===== src/rtl/jtcontra_rom_arb.sv =====
// -----------------------------------------------------------------------------
// jtcontra_rom_arb
// Four-slot SDRAM ROM read arbiter with a one-word cache per slot.
//
// Each slot keeps the last word it fetched together with the address it came
// from. A slot whose current address matches its cached, valid address is
// served from the cache; otherwise it raises a miss. Misses are served one at a
// time through a single outstanding SDRAM read (IDLE -> WAIT_ACK -> WAIT_DATA).
//
// Configuration macro:
//   JTCONTRA_ARB_RR_EN  defined   : round-robin arbitration. The search starts
//                                   at the slot after the last winner.
//                       undefined : fixed priority, slot3 > slot2 > slot1 > slot0.
//
// While downloading is high, every cached entry is invalidated, all ok outputs
// are held low and no new request is issued. A fetch that is already in
// flight still runs to completion, but its data is thrown away.
// -----------------------------------------------------------------------------
module jtcontra_rom_arb #(
    parameter int AW = 22,
    parameter int DW = 32
) (
    input  logic          clk,
    input  logic          rst,
    input  logic          downloading,

    input  logic          slot0_cs,
    input  logic [AW-1:0] slot0_addr,
    output logic          slot0_ok,
    output logic [DW-1:0] slot0_dout,

    input  logic          slot1_cs,
    input  logic [AW-1:0] slot1_addr,
    output logic          slot1_ok,
    output logic [DW-1:0] slot1_dout,

    input  logic          slot2_cs,
    input  logic [AW-1:0] slot2_addr,
    output logic          slot2_ok,
    output logic [DW-1:0] slot2_dout,

    input  logic          slot3_cs,
    input  logic [AW-1:0] slot3_addr,
    output logic          slot3_ok,
    output logic [DW-1:0] slot3_dout,

    output logic          sdram_req,
    output logic [AW-1:0] sdram_addr,
    input  logic          sdram_ack,
    input  logic          data_rdy,
    input  logic [DW-1:0] data_read,
    output logic          refresh_en
);

    typedef enum logic [1:0] {
        ST_IDLE,
        ST_WAIT_ACK,
        ST_WAIT_DATA
    } state_t;

    // ------------------------------------------------------------------
    // Slot inputs gathered into indexable form
    // ------------------------------------------------------------------
    logic [3:0]    w_cs;
    logic [AW-1:0] w_addr [4];

    assign w_cs      = {slot3_cs, slot2_cs, slot1_cs, slot0_cs};
    assign w_addr[0] = slot0_addr;
    assign w_addr[1] = slot1_addr;
    assign w_addr[2] = slot2_addr;
    assign w_addr[3] = slot3_addr;

    // ------------------------------------------------------------------
    // Per-slot cache state
    // ------------------------------------------------------------------
    logic [AW-1:0] r_cache [4];
    logic [DW-1:0] r_dout  [4];
    logic [3:0]    r_valid;
    logic [3:0]    r_ok;

    // ------------------------------------------------------------------
    // Transaction state
    // ------------------------------------------------------------------
    state_t        r_state;
    logic [1:0]    r_sel;       // slot that owns the current fetch
    logic [AW-1:0] r_lat_addr;  // address of the current fetch, drives sdram_addr
    logic          r_req;
    logic          r_refresh;
    logic          r_discard;   // download seen during this fetch: drop its data

    // ------------------------------------------------------------------
    // Hit / miss detection
    // ------------------------------------------------------------------
    logic [3:0] w_match;
    logic [3:0] w_hit;
    logic [3:0] w_miss;
    logic       w_any_miss;
    logic       w_grant;
    logic [1:0] w_win;
    logic       w_fill;
    logic       w_keep;

    // Compare every slot's current address against its cached entry
    always_comb begin
        // NOTE: every signal written in always_comb gets a default first, so
        // no path through the block can leave it unassigned and infer a latch.
        w_match = '0;
        for (int n = 0; n < 4; n++) begin
            w_match[n] = r_valid[n] && (w_addr[n] == r_cache[n]);
        end
    end

    assign w_hit      = w_cs & w_match;
    assign w_miss     = w_cs & ~w_match;
    assign w_any_miss = |w_miss;

    // A new fetch may start only from IDLE and never while downloading
    assign w_grant = (r_state == ST_IDLE) && w_any_miss && !downloading;

    // Returned data arrives in WAIT_DATA, or together with the ack in WAIT_ACK
    assign w_fill = data_rdy &&
                    ((r_state == ST_WAIT_DATA) ||
                     ((r_state == ST_WAIT_ACK) && sdram_ack));

    // Data is only cached if no download touched this fetch
    assign w_keep = w_fill && !r_discard && !downloading;

`ifdef JTCONTRA_ARB_RR_EN
    // ------------------------------------------------------------------
    // Round-robin arbitration
    // ------------------------------------------------------------------
    logic [1:0] r_rr_ptr;  // last winner

    // Scan from the farthest slot to the nearest; the nearest miss after the
    // last winner overwrites the others and wins
    always_comb begin
        logic [1:0] v_idx;
        w_win = r_rr_ptr;
        v_idx = r_rr_ptr;
        for (int i = 4; i >= 1; i--) begin
            v_idx = r_rr_ptr + 2'(i);
            if (w_miss[v_idx]) begin
                w_win = v_idx;
            end
        end
    end

    // Remember the winner of every grant
    always_ff @(posedge clk) begin
        if (!rst) begin
            r_rr_ptr <= 2'd0;
        end else if (w_grant) begin
            r_rr_ptr <= w_win;
        end
    end
`else
    // ------------------------------------------------------------------
    // Fixed priority arbitration: higher slot index wins
    // ------------------------------------------------------------------
    // Scan upward so the highest-numbered miss is the last assignment
    always_comb begin
        w_win = 2'd0;
        for (int i = 0; i < 4; i++) begin
            if (w_miss[i]) begin
                w_win = 2'(i);
            end
        end
    end
`endif

    // ------------------------------------------------------------------
    // Request FSM: one outstanding SDRAM read at a time
    // ------------------------------------------------------------------
    // Sequence IDLE -> WAIT_ACK -> WAIT_DATA, with registered request outputs
    always_ff @(posedge clk) begin
        if (!rst) begin
            r_state    <= ST_IDLE;
            r_sel      <= 2'd0;
            r_lat_addr <= '0;
            r_req      <= 1'b0;
            r_refresh  <= 1'b1;
            r_discard  <= 1'b0;
        end else begin
            // NOTE: state registers use non-blocking assignments so every
            // flop samples the values from before this edge, in any order.
            case (r_state)
                ST_IDLE: begin
                    if (w_grant) begin
                        r_sel      <= w_win;
                        r_lat_addr <= w_addr[w_win];
                        r_req      <= 1'b1;
                        r_refresh  <= 1'b0;
                        r_discard  <= 1'b0;
                        r_state    <= ST_WAIT_ACK;
                    end else begin
                        // Refresh only when nobody is waiting for data
                        r_refresh  <= !w_any_miss;
                    end
                end

                ST_WAIT_ACK: begin
                    r_refresh <= 1'b0;
                    if (downloading) begin
                        r_discard <= 1'b1;
                    end
                    if (sdram_ack) begin
                        r_req   <= 1'b0;
                        // Ack and data together: treat as ack then data
                        r_state <= data_rdy ? ST_IDLE : ST_WAIT_DATA;
                    end
                end

                ST_WAIT_DATA: begin
                    r_refresh <= 1'b0;
                    if (downloading) begin
                        r_discard <= 1'b1;
                    end
                    if (data_rdy) begin
                        r_state <= ST_IDLE;
                    end
                end

                default: begin
                    r_req   <= 1'b0;
                    r_state <= ST_IDLE;
                end
            endcase
        end
    end

    // ------------------------------------------------------------------
    // Cache update and registered ok flags
    // ------------------------------------------------------------------
    // Fill the winner's entry, invalidate on download, register hits as ok
    always_ff @(posedge clk) begin
        if (!rst) begin
            // NOTE: the per-slot data and address registers are cleared on
            // reset because slotN_dout must read zero afterwards; they are a
            // handful of flops, not a RAM, so this costs only reset fan-out.
            for (int n = 0; n < 4; n++) begin
                r_cache[n] <= '0;
                r_dout[n]  <= '0;
            end
            r_valid <= '0;
            r_ok    <= '0;
        end else begin
            for (int n = 0; n < 4; n++) begin
                if (downloading) begin
                    r_valid[n] <= 1'b0;
                    r_ok[n]    <= 1'b0;
                end else if (w_keep && (r_sel == 2'(n))) begin
                    r_dout[n]  <= data_read;
                    r_cache[n] <= r_lat_addr;
                    r_valid[n] <= 1'b1;
                    // The requester may have moved on while the fetch ran
                    r_ok[n]    <= w_cs[n] && (w_addr[n] == r_lat_addr);
                end else begin
                    r_ok[n]    <= w_hit[n];
                end
            end
        end
    end

    // ------------------------------------------------------------------
    // Outputs
    // ------------------------------------------------------------------
    assign sdram_req  = r_req;
    assign sdram_addr = r_lat_addr;
    assign refresh_en = r_refresh;

    assign slot0_ok   = r_ok[0];
    assign slot1_ok   = r_ok[1];
    assign slot2_ok   = r_ok[2];
    assign slot3_ok   = r_ok[3];

    assign slot0_dout = r_dout[0];
    assign slot1_dout = r_dout[1];
    assign slot2_dout = r_dout[2];
    assign slot3_dout = r_dout[3];

endmodule


===== config.mk =====
export PLATFORM = sky130hd
export DESIGN_NAME = jtcontra_rom_arb
export DESIGN_NICKNAME = d
export VERILOG_FILES = /design/src/rtl/jtcontra_rom_arb.sv
export SDC_FILE = /design/constraint.sdc
export NUM_CORES = 1
export LEC_CHECK = 0
export BUFFER_PORTS_ARGS = -buffer_cell sky130_fd_sc_hd__buf_2
export CAP_MARGIN = 20
export CELL_PAD_IN_SITES_DETAIL_PLACEMENT = 0
export CELL_PAD_IN_SITES_GLOBAL_PLACEMENT = 1
export CORE_ASPECT_RATIO = 1.25
export CORE_MARGIN = 2
export CORE_UTILIZATION = 43
export DETAILED_ROUTE_END_ITERATION = 12
export GPL_TIMING_DRIVEN = 0
export PLACE_DENSITY = 0.92
export REMOVE_ABC_BUFFERS = 1
export SYNTH_ARGS = -nofsm -noshare
export SYNTH_HDL_FRONTEND = slang
export SYNTH_SLANG_ARGS = --single-unit

===== constraint.sdc =====
create_clock -name clk -period 7.25 [get_ports clk]
set_clock_uncertainty 0.2 [all_clocks]
set_input_delay 1.45 -clock clk [delete_from_list [all_inputs] [get_ports clk]]
set_output_delay 1.45 -clock clk [all_outputs]
set_load 0.1 [all_outputs]

=== Word-level counts from Yosys, hierarchy flattened ===
Memory sizes are Yosys's and may differ from the RTL's.
Cells that the tools add are included.

* Magnitude comparators: 1
* Equality and inequality tests: 17
* Mux-type cells: 48
* Bitwise logic cells: 14
* Reductions and logical operators: 32

{| class="wikitable"
|+ Operator list
! cell !! number
|-
| == test 22 bit || 8
|-
| 2-to-1 mux 22 bit || 6
|-
| 2-to-1 mux 32 bit || 4
|-
| binary-select mux 22 bit (select 2 bit) || 1
|-
| 2-to-1 mux 1 bit || 27
|-
| logical AND 1 bit || 18
|-
| 2-to-1 mux 2 bit || 6
|-
| AND reduction 3 bit || 3
|-
| AND 4 bit || 2
|-
| OR 1 bit || 8
|-
| == test 2 bit, second input constant || 3
|-
| != test 2 bit, second input constant || 3
|-
| case mux 2 bit (3 select lines) || 1
|-
| == test 2 x 1 -> 1 bit, second input constant || 2
|-
| zero test 2 bit || 2
|-
| NOT 4 bit || 1
|-
| case mux 1 bit (2 select lines) || 2
|-
| OR reduction 2 bit || 2
|-
| OR reduction 4 bit || 1
|-
| >= comparator 3 bit, second input constant || 1
|-
| zero test 1 bit || 3
|-
| NOT 2 -> 3 bit || 1
|-
| case mux 1 bit (3 select lines) || 1
|-
| != test 2 x 1 -> 1 bit, second input constant || 1
|-
| other kinds (4) || 5
|}

* Bits in registers: 37
* RAM bits: 216
* Input bits: 129
* Output and inout port bits: 156
* Logic and storage cells: 125
* Memories: 2

{| class="wikitable"
|+ Memory list
! name !! words !! bits a word !! read ports !! clocked after memory_dff !! wr ports !! RTL line !! text
|-
| r_dout || 4 || 32 || 4 || 0 || 4 || 77 || <nowiki>logic [DW-1:0] r_dout [4];</nowiki>
|-
| r_cache || 4 || 22 || 4 || 0 || 4 || 76 || <nowiki>logic [AW-1:0] r_cache [4];</nowiki>
|}

=== Longest topological paths before layout ===
* Depth in word-level cells: 12
* Depth in mapped cells: 10
* Gate-level depth less buffers: 9

=== Worst setup path before layout ===
OpenSTA, ideal clock, no wires.

* Kind: input to register
* Start: in data_rdy
* End: mem r_cache[1][0], enable pin
* Setup time: 0.540 ns
* Arrival: 5.781 ns
* Data required time: 6.510 ns
* Path slack: 0.729 ns
* Stages on the path: 4
* Path buffers: 0
* Cell sequence: inv_1 -> nor4_1 -> nand2_1 -> o21ai_0

{| class="wikitable"
|+ RTL lines
! item !! RTL line !! text
|-
| start: declaration || 50 || <nowiki>input logic data_rdy,</nowiki>
|-
| end: declaration || 76 ||
|}

=== Worst setup path after layout ===
* Start: in slot1_addr[3]
* End: reg r_lat_addr[2], in the netlist sdram_addr[2]

* Longest elaborated chain between the ends: 11
* Elaborated cells between the ends (all ways): 15
* Those cells by class: 1 x eq/ne; 6 x mux; 3 x bitwise; 5 x reduce/logical

{| class="wikitable"
|+ RTL lines
! item !! RTL line !! text
|-
| start: declaration || 33 || <nowiki>input logic [AW-1:0] slot1_addr,</nowiki>
|-
| == test 22 bit (*) || 109 || <nowiki>w_match[n] = r_valid[n] && (w_addr[n] == r_cache[n]);</nowiki>
|-
| logical AND 1 bit (*) || 109 ||
|-
| NOT 4 bit (*) || 114 || <nowiki>assign w_miss = w_cs & ~w_match;</nowiki>
|-
| AND 4 bit (*) || 114 ||
|-
| 2-to-1 mux 1 bit || 164 || <nowiki>if (w_miss[i]) begin</nowiki>
|-
| 2-to-1 mux 2 bit (2 in a row) || 164 ||
|-
| NOT 2 -> 3 bit (implied by the code) || 190 || <nowiki>r_lat_addr <= w_addr[w_win];</nowiki>
|-
| binary-select mux 22 bit (select 2 bit) || 190 ||
|-
| 2-to-1 mux 22 bit (implied by the code) (2 in a row) || 190 ||
|-
| end signal: assignment || 190 ||
|-
| end: declaration || 86 || <nowiki>logic [AW-1:0] r_lat_addr;</nowiki>
|}

Mark *: on every way between the ends. The rest lies on a longest branch, timed or not. The select of a mux whose other input is x is not followed.
A chain may end at the register's enable or synchronous reset.

==> metrics.md <==
| Metric | Value |
|---|---|
| Top FF cell, synth | `edfxtp_1` |
| Unique masters post-synth | `38` |
| PD cells | `258 mW/mm2` |
| Sequential share of the synthesized area | `59.7%` |
| Hold Path Stages | `2` |
| Slowest stage delay, CP | `0.59 ns` |
| Number of buffers and inverters on the critical path | `3` |
| Synth Warn # | `0` |
| Commonest non-fill, non-tap cells in the layout | `buf_2 (283), edfxtp_1 (216), and3_1 (163)` |
| Antenna-violating nets left | `0` |
| Initial antenna violation count | `6` |
| CP arrival | `4.54 ns` |
| Largest net degree at the start of global routing | `118` |
| Die width | `154 um` |
| Nets | `1368` |
| I/O pins | `285` |
| Top achievable clock speed | `231 MHz` |
| Finish-stage setup viols | `0` |
| Min-Delay Path Class | `reg2reg` |
| IO buf count | `284` |
| M1 WL | `13.5 mm` |
| Routed WL per cell | `22.9 um` |
| Wirelength, routed | `36.9 mm` |
| Skew-Pair Late Insertion Delay | `0.53 ns` |
| Slew Viols, Final | `0` |
| WS Path Type | `in2reg` |
| CP startpoint kind | `input port` |
| Wire length on met3 | `3.28 mm` |
| DRT iter0 DRCs | `749` |
| Leakage | `6.62 nW` |
| Clk pin slew, worst setup/hold paths | `0.06 ns` |
| Root buf cell | `clkbuf_16` |
| Hold Path Sink | `r_valid[3]` |
| Post-CTS Setup Bufs | `0` |
| EDFF count, synth | `216` |
| Uppermost layer routed | `met5` |
| Total Routing Usage GR | `24.4%` |
| R2R Path End | `sdram_addr[2]` |
| CP max stage cell | `or4_4` |
| DRC | `0` |
| Setup tns final | `0 ns` |
| CTS H-Tree Depth | `1` |
| Crit path top cell by count | `buf_16` |
| Core area | `0.0277 mm2` |
| CP max FO | `31` |
| Worst VDD drop | `0.195 mV` |
| Via count | `8994` |
| Fin crit share | `59.8%` |
| CTS Buffer Depth | `3` |
| CTS tree | `built` |
| Initial Util | `43.8%` |
| Final hold vios | `0` |
| Mapped Area | `0.0121 mm2` |
| Global placement routability congestion | `0.916` |
| Die area | `0.0295 mm2` |
| Post-cts sizing count | `0` |
| Status | `finished clean` |
| Met2 routed WL | `18.5 mm` |
| Most common cell after layout, fill and taps aside | `buf_2` |
| Initial DRT Pass Iterations | `5` |
| Fraction of layout cells with a size suffix above 1 | `27.8%` |
| Relative slew slack | `34.2%` |
| Post-Syn Instances | `996` |
| CP delay by family, top | `compound AO/OA/AOI/OAI gates` |
| Fin util | `53.6%` |
| Crit Reg-Reg Startpoint | `r_cache[1][3]` |
| Vias per cell | `5.59` |
| Area growth from synthesis to final layout | `22.5%` |
| Clock buffer count from CTS | `26` |
| Grt total ovfl | `0` |
| DP HPWL | `25.1 mm` |
| R2R setup slack | `3.57 ns` |
| Worst path cell trace | `buf_2 -> xnor2_1 -> nand4_1 -> or4_4 -> o21ai_4 -> buf_16 -> a41oi_4 -> buf_16 -> o21ai_0 -> a31oi_1` |
| Depth of the most critical reg-to-reg path | `9` |
| Fillers | `2308` |
| First-pass GRT wire length | `54.3 mm` |
| Syn Area/Cell | `12.2 um2` |
| # hold bufs at CTS | `0` |
| Rows | `68` |
| Min-delay src | `r_valid[3]` |
| Die Height | `192 um` |
| RSZ-0062 raised after global routing | `false` |
| Register bit total from synthesis | `253` |
| CP endpoint kind | `flop` |
| Vias in the first global route | `8912` |
| Worst Path Required | `7.46 ns` |
| Shortest period the worst path allows | `4.33 ns` |
| CTS Sinks | `253` |
| Max Cap Viol | `0` |
| Worst-Margin Slew | `0.987 ns` |
| Synth async-reset ratio | `0%` |
## synthesized netlist by cell type (23+ instances only)
master    number  share of area, %
dfxtp_1       37               6.1
nand2_1       31              0.96
nor2_1        33               1.0
nor4_1        23               1.2
xnor2_1      100               7.2
and3_1       163               8.4
nand4_1       31               1.6
edfxtp_1     216                54
clkbuf_1      76               2.4
mux2i_1       24               2.0
xor2_1        76               5.5
and2_1        56               2.9
o21ai_0       24              0.99
## worst reg2reg max path, stage by stage, from the launching register on
cell and delay (ns):
edfxtp_1 0.38, xnor2_1 0.41, nand4_1 0.20, or4_4 0.59
o21ai_4 0.58, buf_16 0.25, a41oi_4 0.38, buf_16 0.32
o21ai_0 0.19, a31oi_1 0.06
## through the flow
stage | area (um2) | setup WS (ns) | total power, mW | cells | hold slack (ns)
6_report | 14800 | 2.92 | 3.83 | 1609 | 0.265
2_1_floorplan | 11800 | 0.729 | 2.23 | 913 | 0.235
3_3_place_gp | 13600 | -4.09 | 2.45 | 1547 | 0.246
5_1_grt | 14800 | 2.86 | 3.93 | 1606 | 0.299
3_5_place_dp | 13900 | 2.39 | 2.46 | 1556 | 0.255
4_1_cts | 14800 | 2.95 | 3.84 | 1603 | 0.264
## metal layers
layer / track usage [%] / up-vias
li1: - / 4097
met1: 29.1 / 4338
met2: 42.4 / 475
met3: 5.17 / 82
met4: 11.0 / 2
met5: 0 / -
## worst max path at each step
stage	startpoint	end	cells past startpoint	slack [ns]
floorplan	data_rdy	r_cache[1][0]	4	0.73
global placement	rst	r_dout[1][20]	2	-4.09
detailed placement	slot1_addr[3]	sdram_addr[0]	10	2.39
CTS	slot1_addr[3]	r_discard	10	2.95
global route	slot1_addr[3]	sdram_addr[19]	10	2.86
finish	slot1_addr[3]	sdram_addr[2]	10	2.92
## area by class of cell
type | instances | area (um2) | area share, %
Antenna cell | 5 | 12.5 | 0.0843
Clock buffer | 32 | 694 | 4.68
Clock inverter | 15 | 179 | 1.21
Inverter | 8 | 30.0 | 0.202
Multi-Input combinational cell | 652 | 4600 | 31.0
Sequential cell | 253 | 7230 | 48.7
Tap cell | 350 | 438 | 2.95
Timing Repair Buffer | 294 | 1650 | 11.1
## sequential cells by signal, summed over array words and instances (netlist names)
name / flops
r_valid: 4
r_cache: 88
r_sel: 2
sdram_req: 1
r_dout: 128
r_discard: 1
r_state: 2
refresh_en: 1
r_ok: 4
sdram_addr: 22
## where the power goes
part | total (mW) | switching (mW) | internal (mW) | leakage (nW)
Combinational | 0.728 | 0.560 | 0.168 | 3.65
Sequential | 1.71 | 0.0682 | 1.64 | 2.54
Clock | 1.39 | 0.567 | 0.823 | 0.430
## cells by family (layout without fill, tap and decap cells)
kind of cell	count (synthesis)	after routing	synth area share, %
simple gates	357	357	17.1
flops	253	253	59.7
xor+xnor	176	176	12.7
compound gates	91	91	5.14
buf+inv	91	349	2.97
mux	24	24	1.98
fa+ha+maj	4	4	0.413
other cells	0	5	0
No activity file was read; power rests on OpenSTA's default activity.
